===== src/rtl/audio_pkg.sv =====
// Shared types, default widths and helpers for the multi-channel audio FIR engine.
package audio_pkg;

    localparam int unsigned DEF_NUM_CH = 2;
    localparam int unsigned DEF_DATA_W = 24;
    localparam int unsigned DEF_COEF_W = 18;
    localparam int unsigned DEF_TAPS   = 32;
    localparam int unsigned DEF_SHIFT  = 16;
    localparam int unsigned DEF_ACC_W  = 48;

    typedef enum logic [1:0] {
        ST_CLEAR,
        ST_IDLE,
        ST_MAC,
        ST_OUT
    } fir_state_e;

    // Half an output LSB in accumulator units; zero when there are no fractional bits.
    function automatic longint unsigned round_const(input int unsigned shift);
        return (shift == 0) ? 64'd0 : (64'd1 << (shift - 1));
    endfunction

endpackage


===== src/rtl/audio_round_sat.sv =====
// Round-half-up, arithmetic shift and clamp of the accumulator down to the sample width.
module audio_round_sat
    import audio_pkg::*;
#(
    parameter int unsigned ACC_W  = DEF_ACC_W,
    parameter int unsigned DATA_W = DEF_DATA_W,
    parameter int unsigned SHIFT  = DEF_SHIFT
) (
    input  logic signed [ACC_W-1:0]  i_acc,
    output logic signed [DATA_W-1:0] o_data,
    output logic                     o_sat
);

    // One guard bit keeps the rounding add from wrapping near full scale.
    localparam logic signed [ACC_W:0] RND   = (ACC_W+1)'(round_const(SHIFT));
    localparam logic signed [ACC_W:0] MAX_V = (ACC_W+1)'((64'd1 << (DATA_W - 1)) - 64'd1);
    localparam logic signed [ACC_W:0] MIN_V = ~MAX_V;

    logic signed [ACC_W:0] w_sum;
    logic signed [ACC_W:0] w_shr;
    logic                  w_hi;
    logic                  w_lo;

    assign w_sum = (ACC_W+1)'(i_acc) + RND;
    assign w_shr = w_sum >>> SHIFT;
    assign w_hi  = (w_shr > MAX_V);
    assign w_lo  = (w_shr < MIN_V);
    assign o_sat = w_hi | w_lo;

    always_comb begin
        o_data = w_shr[DATA_W-1:0];
        if (w_hi) begin
            o_data = MAX_V[DATA_W-1:0];
        end else if (w_lo) begin
            o_data = MIN_V[DATA_W-1:0];
        end
    end

endmodule


===== src/rtl/audio_fir_mac.sv =====
// Multi-channel time-interleaved FIR engine: one sample in, TAPS serial MAC cycles, one sample out.
module audio_fir_mac
    import audio_pkg::*;
#(
    parameter int unsigned NUM_CH = DEF_NUM_CH,
    parameter int unsigned DATA_W = DEF_DATA_W,
    parameter int unsigned COEF_W = DEF_COEF_W,
    parameter int unsigned TAPS   = DEF_TAPS,
    parameter int unsigned SHIFT  = DEF_SHIFT,
    parameter int unsigned ACC_W  = DEF_ACC_W,
    localparam int unsigned CH_W  = (NUM_CH > 1) ? $clog2(NUM_CH) : 1,
    localparam int unsigned TAP_W = $clog2(TAPS)
) (
    input  logic              clk,
    input  logic              rst_n,
    input  logic              enable,
    input  logic              coef_we,
    input  logic [TAP_W-1:0]  coef_addr,
    input  logic [COEF_W-1:0] coef_wdata,
    output logic              coef_ready,
    input  logic              s_valid,
    output logic              s_ready,
    input  logic [CH_W-1:0]   s_ch,
    input  logic [DATA_W-1:0] s_data,
    output logic              m_valid,
    input  logic              m_ready,
    output logic [CH_W-1:0]   m_ch,
    output logic [DATA_W-1:0] m_data,
    output logic              sat_irq,
    input  logic              irq_clr
);

    localparam int unsigned      CLR_W    = CH_W + TAP_W;
    localparam logic [CLR_W-1:0] CLR_LAST = CLR_W'(NUM_CH * TAPS - 1);
    localparam logic [CH_W:0]    CH_LIM   = (CH_W+1)'(NUM_CH);

    if (ACC_W < DATA_W + COEF_W + TAP_W) begin : g_acc_w_chk
        $error("audio_fir_mac: ACC_W narrower than DATA_W+COEF_W+TAP_W");
    end

    fir_state_e               r_state;
    fir_state_e               w_state_nxt;
    logic [CLR_W-1:0]         r_clr_idx;
    logic [TAP_W-1:0]         r_k;
    logic signed [ACC_W-1:0]  r_acc;
    logic [CH_W-1:0]          r_ch;
    logic [TAP_W-1:0]         r_wp [NUM_CH];
    logic signed [DATA_W-1:0] r_hist [NUM_CH][TAPS];
    logic signed [COEF_W-1:0] r_coef [TAPS];
    logic [CH_W-1:0]          r_m_ch;
    logic [DATA_W-1:0]        r_m_data;
    logic                     r_sat_irq;

    logic                     w_valid_ch;
    logic                     w_accept;
    logic                     w_mac_last;
    logic                     w_sat_set;
    logic [TAP_W-1:0]         w_tap_idx;
    logic signed [DATA_W-1:0] w_tap;
    logic signed [ACC_W-1:0]  w_prod;
    logic signed [ACC_W-1:0]  w_acc_nxt;
    logic signed [DATA_W-1:0] w_rs_data;
    logic                     w_rs_sat;

    // Out-of-range channels still handshake but are silently discarded.
    assign w_valid_ch = ({1'b0, s_ch} < CH_LIM);
    assign w_accept   = enable & s_valid & (r_state == ST_IDLE) & w_valid_ch;
    assign w_mac_last = &r_k;
    assign w_sat_set  = enable & (r_state == ST_MAC) & w_mac_last & w_rs_sat;

    assign w_tap_idx = r_wp[r_ch] - r_k;
    assign w_tap     = r_hist[r_ch][w_tap_idx];
    assign w_prod    = ACC_W'(r_coef[r_k]) * ACC_W'(w_tap);
    assign w_acc_nxt = r_acc + w_prod;

    assign m_ch    = r_m_ch;
    assign m_data  = r_m_data;
    assign sat_irq = r_sat_irq;

    audio_round_sat #(
        .ACC_W (ACC_W),
        .DATA_W(DATA_W),
        .SHIFT (SHIFT)
    ) u_round_sat (
        .i_acc (w_acc_nxt),
        .o_data(w_rs_data),
        .o_sat (w_rs_sat)
    );

    always_ff @(posedge clk or negedge rst_n) begin
        if (!rst_n) begin
            r_state <= ST_CLEAR;
        end else begin
            r_state <= w_state_nxt;
        end
    end

    always_comb begin
        w_state_nxt = r_state;
        s_ready     = 1'b0;
        coef_ready  = 1'b0;
        m_valid     = 1'b0;
        unique case (r_state)
            ST_CLEAR: begin
                if (enable && (r_clr_idx == CLR_LAST)) w_state_nxt = ST_IDLE;
            end
            ST_IDLE: begin
                s_ready    = enable;
                coef_ready = enable;
                if (w_accept) w_state_nxt = ST_MAC;
            end
            ST_MAC: begin
                if (enable && w_mac_last) w_state_nxt = ST_OUT;
            end
            ST_OUT: begin
                m_valid = 1'b1;
                if (enable && m_ready) w_state_nxt = ST_IDLE;
            end
            default: w_state_nxt = ST_CLEAR;
        endcase
    end

    // Datapath control: clear sweep, tap walk, pointer advance and output capture.
    always_ff @(posedge clk or negedge rst_n) begin
        if (!rst_n) begin
            r_clr_idx <= '0;
            r_k       <= '0;
            r_acc     <= '0;
            r_ch      <= '0;
            r_m_ch    <= '0;
            r_m_data  <= '0;
            for (int c = 0; c < NUM_CH; c++) begin
                r_wp[c] <= '0;
            end
        end else if (enable) begin
            case (r_state)
                ST_CLEAR: r_clr_idx <= r_clr_idx + CLR_W'(1);
                ST_IDLE: begin
                    if (w_accept) begin
                        r_ch  <= s_ch;
                        r_acc <= '0;
                        r_k   <= '0;
                    end
                end
                ST_MAC: begin
                    r_acc <= w_acc_nxt;
                    r_k   <= r_k + TAP_W'(1);
                    if (w_mac_last) begin
                        r_wp[r_ch] <= r_wp[r_ch] + TAP_W'(1);
                        r_m_data   <= w_rs_data;
                        r_m_ch     <= r_ch;
                    end
                end
                default: ;
            endcase
        end
    end

    always_ff @(posedge clk or negedge rst_n) begin
        if (!rst_n) begin
            r_sat_irq <= 1'b0;
        end else if (w_sat_set) begin
            r_sat_irq <= 1'b1;
        end else if (irq_clr) begin
            r_sat_irq <= 1'b0;
        end
    end

    // History is zeroed by the CLEAR sweep rather than by reset.
    always_ff @(posedge clk) begin
        if (enable) begin
            if (r_state == ST_CLEAR) begin
                r_hist[r_clr_idx[TAP_W +: CH_W]][r_clr_idx[TAP_W-1:0]] <= '0;
            end else if (w_accept) begin
                r_hist[s_ch][r_wp[s_ch]] <= s_data;
            end
        end
    end

    always_ff @(posedge clk) begin
        if (coef_we && coef_ready) begin
            r_coef[coef_addr] <= coef_wdata;
        end
    end

endmodule


===== config.mk =====
export PLATFORM = sky130hd
export DESIGN_NAME = audio_fir_mac
export DESIGN_NICKNAME = d
export VERILOG_FILES = /design/src/rtl/audio_pkg.sv /design/src/rtl/audio_round_sat.sv /design/src/rtl/audio_fir_mac.sv
export SDC_FILE = /design/constraint.sdc
export NUM_CORES = 2
export LEC_CHECK = 0
export BUFFER_PORTS_ARGS = -buffer_cell sky130_fd_sc_hd__buf_2
export CAP_MARGIN = 20
export CORE_MARGIN = 8
export CORE_UTILIZATION = 55
export CTS_CLUSTER_DIAMETER = 30
export DETAILED_ROUTE_END_ITERATION = 6
export HOLD_SLACK_MARGIN = 0.08
export PLACE_DENSITY = 0.71
export SYNTH_ARGS = -nofsm -noshare
export SYNTH_HDL_FRONTEND = slang
export SYNTH_SLANG_ARGS = --single-unit

===== constraint.sdc =====
create_clock -name clk -period 34 [get_ports clk]
set_input_delay 1.7 -clock clk [delete_from_list [all_inputs] [get_ports clk]]
set_output_delay 1.7 -clock clk [all_outputs]
set_load 0.05 [all_outputs]

Word level (Yosys, flattened, before mapping)
Memory sizes are Yosys's and may differ from the RTL's.
Index checks and enable logic that the tools add are counted.
{ "classes": {"n_mux": 43, "n_reduce_logical": 17, "n_eq_ne": 8, "bitwise": 11, "order_cmp": 10, "n_mul": 1, "addsub": 6} }
{ "ops": {"columns": ["op", "n"], "rows": [
  ["$mux 768", 4],
  ["$reduce_or 768->1", 1],
  ["$demux 24 s5", 2],
  ["$mux 24", 6],
  ["$bmux 24 s5", 1],
  ["$pmux 48 s2", 1],
  ["$add 48x17->49 const B", 1],
  ["$add 48x42->48", 1],
  ["$mux 48", 1],
  ["$mul 18x24->42", 1],
  ["$mux 5", 8],
  ["$gt 33x24->1 const B", 1],
  ["$lt 33x24->1 const B", 1],
  ["$ge 6x6->1 const B", 3],
  ["$not 5->6", 3],
  ["$lt 6x1->1 const B", 2],
  ["$mux 1", 12],
  ["$add 5x1->5 const B", 2],
  ["$bwmux 10", 1],
  ["$pmux 5 s2", 1],
  ["$mux 2", 4],
  ["$pmux 2 s4", 1],
  ["$logic_and 1x1->1", 7],
  ["$reduce_and 7->1", 1],
  ["19 further kinds", 30]
]} }
{ "word_totals": {"elab_cells": 108, "n_memories": 2, "ram_bits": 2112, "reg_bits": 98, "inputBits": 55} }
{ "memory_table": {"columns": ["name", "depth", "width", "read_ports", "rd_ports_with_merged_regs", "wr", "line_no", "rtl"], "rows": [
  ["r_hist", 2, 768, 1, 0, 1, "audio_fir_mac.sv:48", "logic signed [DATA_W-1:0] r_hist [NUM_CH][TAPS];"],
  ["r_coef", 32, 18, 1, 0, 1, "audio_fir_mac.sv:49", "logic signed [COEF_W-1:0] r_coef [TAPS];"]
]} }

Logic depth before layout (Yosys ltp)
{ "depth": {"ltp_word": 16, "ltp_mapped": 47} }

Cells and area by module
A second synthesis with hierarchy kept.
{ "unflattened": {"cells_unflattened": 6049, "area_unflattened_um2": 105268.5} }
{ "modules_own_cells": {"columns": ["mod", "instances", "cells_each", "area_per_inst_um2"], "rows": [
  ["audio_fir_mac", 1, 5904, 104194.9],
  ["audio_round_sat", 1, 145, 1073.5]
]} }

Worst setup path before layout
Ideal clock, no wire load.
{ "synth_path": {"kind": "register to register", "from": "register r_ch", "to": "register r_m_data[19], in the netlist m_data[19]", "t_arrival_ps": 12588, "setup_slack_ps": 21271, "required_ps": 33859, "path_buffers": 9, "synth_period_minus_slack_ps": 12729, "setup_time_ps": 141, "path_stages_with_launch": 43, "cell_sequence": "dfrtp_1 > clkbuf_1 > buf_1 > buf_1 > clkbuf_1 > mux2i_1 > ha_1 > fa_1 > xor2_1 > clkbuf_1 > buf_1 > mux4_2 > mux2i_1 > a21oi_1 > buf_2 > nand2_1 > fa_1 > inv_1 > (+7 left out) > fa_1 > inv_1 > ha_1 > ha_1 > buf_2 > and4_4 > and2_0 > a311oi_1 > o211ai_1 > o211ai_1 > nand3b_1 > or4b_4 > nor3_1 > a31o_2 > o211ai_2 > o41ai_4 > buf_6 > o221ai_1"} }
{ "synth_via": {"elab_chain_len": 15, "elab_cells_between_ends": 17, "classes_between": "add/sub (3); mul (1); order compare (2); mux (8); bitwise (2); memory (1)"} }
{ "synth_lines": {"columns": ["element", "line_no", "rtl"], "rows": [
  ["start: declaration", "audio_fir_mac.sv:46", "logic [CH_W-1:0] r_ch;"],
  ["start signal: assignment", "audio_fir_mac.sv:140", "r_ch <= s_ch;"],
  ["$not 1->2 (not written as such)", "audio_fir_mac.sv:71", "assign w_tap_idx = r_wp[r_ch] - r_k;"],
  ["$mux 5 (not written as such) (3 in a row)", "audio_fir_mac.sv:71", null],
  ["$sub 5x5->5", "audio_fir_mac.sv:71", null],
  ["$not 5->6 (not written as such)", "audio_fir_mac.sv:72", "assign w_tap = r_hist[r_ch][w_tap_idx];"],
  ["$bmux 24 s5 (*)", "audio_fir_mac.sv:72", null],
  ["$mux 24 (not written as such) (*) (2 in a row)", "audio_fir_mac.sv:72", null],
  ["$mul 18x24->42 (*)", "audio_fir_mac.sv:73", "assign w_prod = ACC_W'(r_coef[r_k]) * ACC_W'(w_tap);"],
  ["$add 48x42->48 (*)", "audio_fir_mac.sv:74", "assign w_acc_nxt = r_acc + w_prod;"],
  ["$add 48x17->49 (*)", "audio_round_sat.sv:24", "assign w_sum = (ACC_W+1)'(i_acc) + RND;"],
  ["$lt 33x24->1", "audio_round_sat.sv:27", "assign w_lo = (w_shr < MIN_V);"],
  ["$mux 24", "audio_round_sat.sv:34", "end else if (w_lo) begin"],
  ["$mux 24 (*)", "audio_round_sat.sv:32", "if (w_hi) begin"],
  ["end signal: assignment", "audio_fir_mac.sv:150", "r_m_data <= w_rs_data;"],
  ["end: declaration", "audio_fir_mac.sv:51", "logic [DATA_W-1:0] r_m_data;"]
]} }
Mark *: on every way between the ends. The rest lies on a longest branch, timed or not. The select of a mux whose other input is x is not followed.
A chain may end at the register's enable or synchronous reset.

Worst setup path after layout
{ "layout_path": {"from": "register r_ch", "to": "register r_m_data[22], in the netlist m_data[22]"} }
Same word-level chain as after synthesis.

==> run_results.csv <==
group,metric,value,unit
clock_tree,clkTransAtPathRegs,0.04,ns
clock_tree,cts_hold_buf,0,
synth,synthTopCellsByArea,"edfxtp_1 (61%), mux4_2 (14%), fa_1 (9.5%), dfrtp_1 (2.3%), inv_1 (2.2%)",
die,io-pin-count,84,
sta,post-route-period-util,0.411,
worst_setup_path,path_delay_family,"adder cells",
synth,syn_area,105000,µm²
status,status,"finished clean",
worst_setup_path,crit_path_frequent_cell,"fa_1",
sta,setup_viol,0,
cells_and_area,fin_area,123000,µm²
die,core_area,190000,µm²
detailed_routing,vias_per_cell,6.28,
die,die_x,452,µm
cells_and_area,layout-drive-gt1-share,0.270,
min_path,hp-class,"flip-flop to flip-flop",
synth,yosys_warnings,0,
synth,synthCells,5918,
die,die_h,452,µm
sta,rsz0062_at_grt,"false",
sta,finalClockSkew,0.0868,ns
synth,synth_edf_count,2112,
worst_setup_path,cp_data_arrival_time,14.79,ns
sta,finalSetupTns,0,ns
synth,yosysTopAreaCell,"edfxtp_1",
cells_and_area,syn_to_final_growth,17.5,%
detailed_routing,wl_per_cell,30.1,µm
clock_tree,htree_levels,5,
clock_tree,tritoncts,"yes",
die,initial_core_util,0.552,
synth,async_reset_ff_frac,0.0443,
detailed_routing,route.antenna.remaining_nets,0,
worst_setup_path,slowest_stage,"a41o_1",
synth,synth.top_cell.area_share,0.605,
global_routing,grt_pass1_vias,60300,
detailed_routing,drtIter0Drc,6819,
synth,avgSynthCellArea,17.7,µm²
sta,final-hold-violation-count,0,
detailed_routing,via_count,57300,
clock_tree,cts_sinks,2210,
synth,synth_nets,6622,
detailed_routing,firstDrtPassIters,6,
sta,fmax,71.5,MHz
place,finalWeightedCongestion,0.910,
worst_setup_path,path_class,"flip-flop to flip-flop",
worst_setup_path,startpoint_type,"flip-flop",
global_routing,grt_pass1_wl,402000,µm
clock_tree,postCtsSetupRepairBufs,0,
global_routing,track_usage,0.267,
worst_setup_path,critical_path.max_stage_delay,0.73,ns
cells_and_area,final_common_cell,"edfxtp_1",
cells_and_area,nFillCells,12500,
detailed_routing,drc,0,
worst_setup_path,required,34.80,ns
cells_and_area,multiInputGateArea,36000,µm²
synth,synth_cell_type_count,105,
worst_setup_path,path_buf_inv,9,
place,place_area,109000,µm²
clock_tree,clockBufferDepth,4,
die,num_rows,160,
synth,synth_ff_type,"edfxtp_1",
synth,ys_seq_area_frac,0.629,
clock_tree,numCtsBuffers,405,
cells_and_area,nets,6992,
place,port_buffers,83,
sta,relSlewSlack,0.194,
sta,post-route-min-period,13.99,ns
place,dp_hpwl,153000,µm
synth,synth-seq-cells,2210,
flow_run,maxCapViolCount,0,
global_routing,gr-total-overflow,0,
clock_tree,cts_resized,0,
cells_and_area,mostFrequentLayoutCells,"edfxtp_1 (2112), mux4_2 (660), inv_1 (601)",
sta,tightestPinTransition,1.20,ns
worst_setup_path,cp-end-kind,"flip-flop",
global_routing,antenna_found_initial,13,
sta,slew_viol_final,0,
worst_setup_path,cp_max_fo,108,
global_routing,grt_start_max_net_pins,130,
clock_tree,clk_root_buffer_cell,"clkbuf_16",
die,dieArea,205000,µm²
clock_tree,clk_latency,0.97,ns
detailed_routing,wl,275000,µm
cells_and_area,regArea,65900,µm²
final timing paths:
| kind | slack, ns | cells past startpoint | from | end |
|---|---|---|---|---|
| worst max-delay path | 20.01 | 36 | r_ch$_DFFE_PN0P_ | m_data[22]$_DFFE_PN0P_ |
| worst min-delay path | 0.47 | 2 | r_acc[4]$_DFFE_PN0P_ | r_acc[4]$_DFFE_PN0P_ |
| worst max register to register | 20.01 | 36 | r_ch$_DFFE_PN0P_ | m_data[22]$_DFFE_PN0P_ |
| worst min register to register | 0.47 | 2 | r_acc[4]$_DFFE_PN0P_ | r_acc[4]$_DFFE_PN0P_ |
| max in group asynchronous | 31.91 | 2 | rst_n | r_acc[40]$_DFFE_PN0P_ |
| min in group asynchronous | 0.78 | 1 | rst_n | r_acc[4]$_DFFE_PN0P_ |
cells by family after synthesis:
kind of cell / synth area share
multiplexers: 0.150
flip-flops: 0.629
AND/OR/NAND/NOR: 0.0439
adder cells (fa/ha/maj): 0.113
XOR/XNOR: 0.00607
AO/OA/AOI/OAI: 0.0248
buffers and inverters: 0.0338
tightest hold or removal path, cell delays in order, from the launching register on:
cell	delay [ns]
dfrtp_1	0.34
nand2_1	0.05
nand2_1	0.05
per-stage QoR:
| stage | utilization | setup slack [ns] | hold slack, ns | instances |
|---|---|---|---|---|
| final | 0.649 | 20.01 | 0.465 | 9121 |
| after global routing | 0.649 | 19.09 | 0.494 | 9119 |
| after CTS | 0.646 | 19.66 | 0.474 | 9090 |
| after detailed placement | 0.574 | 19.64 | 0.465 | 8366 |
| after global placement | 0.573 | 20.01 | 0.456 | 8363 |
| after floorplan | - | 21.27 | 0.439 | 5918 |
synth_stat cells, types with 22 or more instances:
cell type	n
buf_2	22
nor2b_1	45
ha_1	154
xor2_1	24
a21oi_1	70
nand3_1	38
nand4_1	26
nor2_1	324
inv_1	601
buf_1	64
and2_1	73
xnor2_1	43
o21ai_0	76
mux2i_1	47
a211oi_1	27
mux4_2	660
nor3_1	24
edfxtp_1	2112
fa_1	495
clkbuf_1	175
nand2_1	359
a22oi_1	34
mux2_2	30
dfrtp_1	98
state kept, by name (all words and copies together), names as in the netlist, 2 cells and up:
name,count
m_data,24
r_acc,48
r_clr_idx,6
r_coef,576
r_hist,1536
r_k,5
r_state,2
r_wp,10
final cells by class:
cell class / count / area share
Sequential cell: 2210 / 0.535
Inverter: 606 / 0.0185
Clock inverter: 270 / 0.0262
Clock buffer: 454 / 0.0848
Tap cell: 2511 / 0.0255
Timing Repair Buffer: 250 / 0.0173
Antenna cell: 5 / 0.000102
Multi-Input combinational cell: 2815 / 0.292
metal layers:
layer	vias up	part of all wire	global-route usage
met3	572	0.10	0.0666
met1	30100	0.39	0.366
met5	-	0.00020	0
met4	10	0.036	0.0958
li1	23200	-	-
met2	3472	0.48	0.422
Power is not shown: default switching activity piles up to over one toggle a cycle in this logic, so the estimate is an artifact.
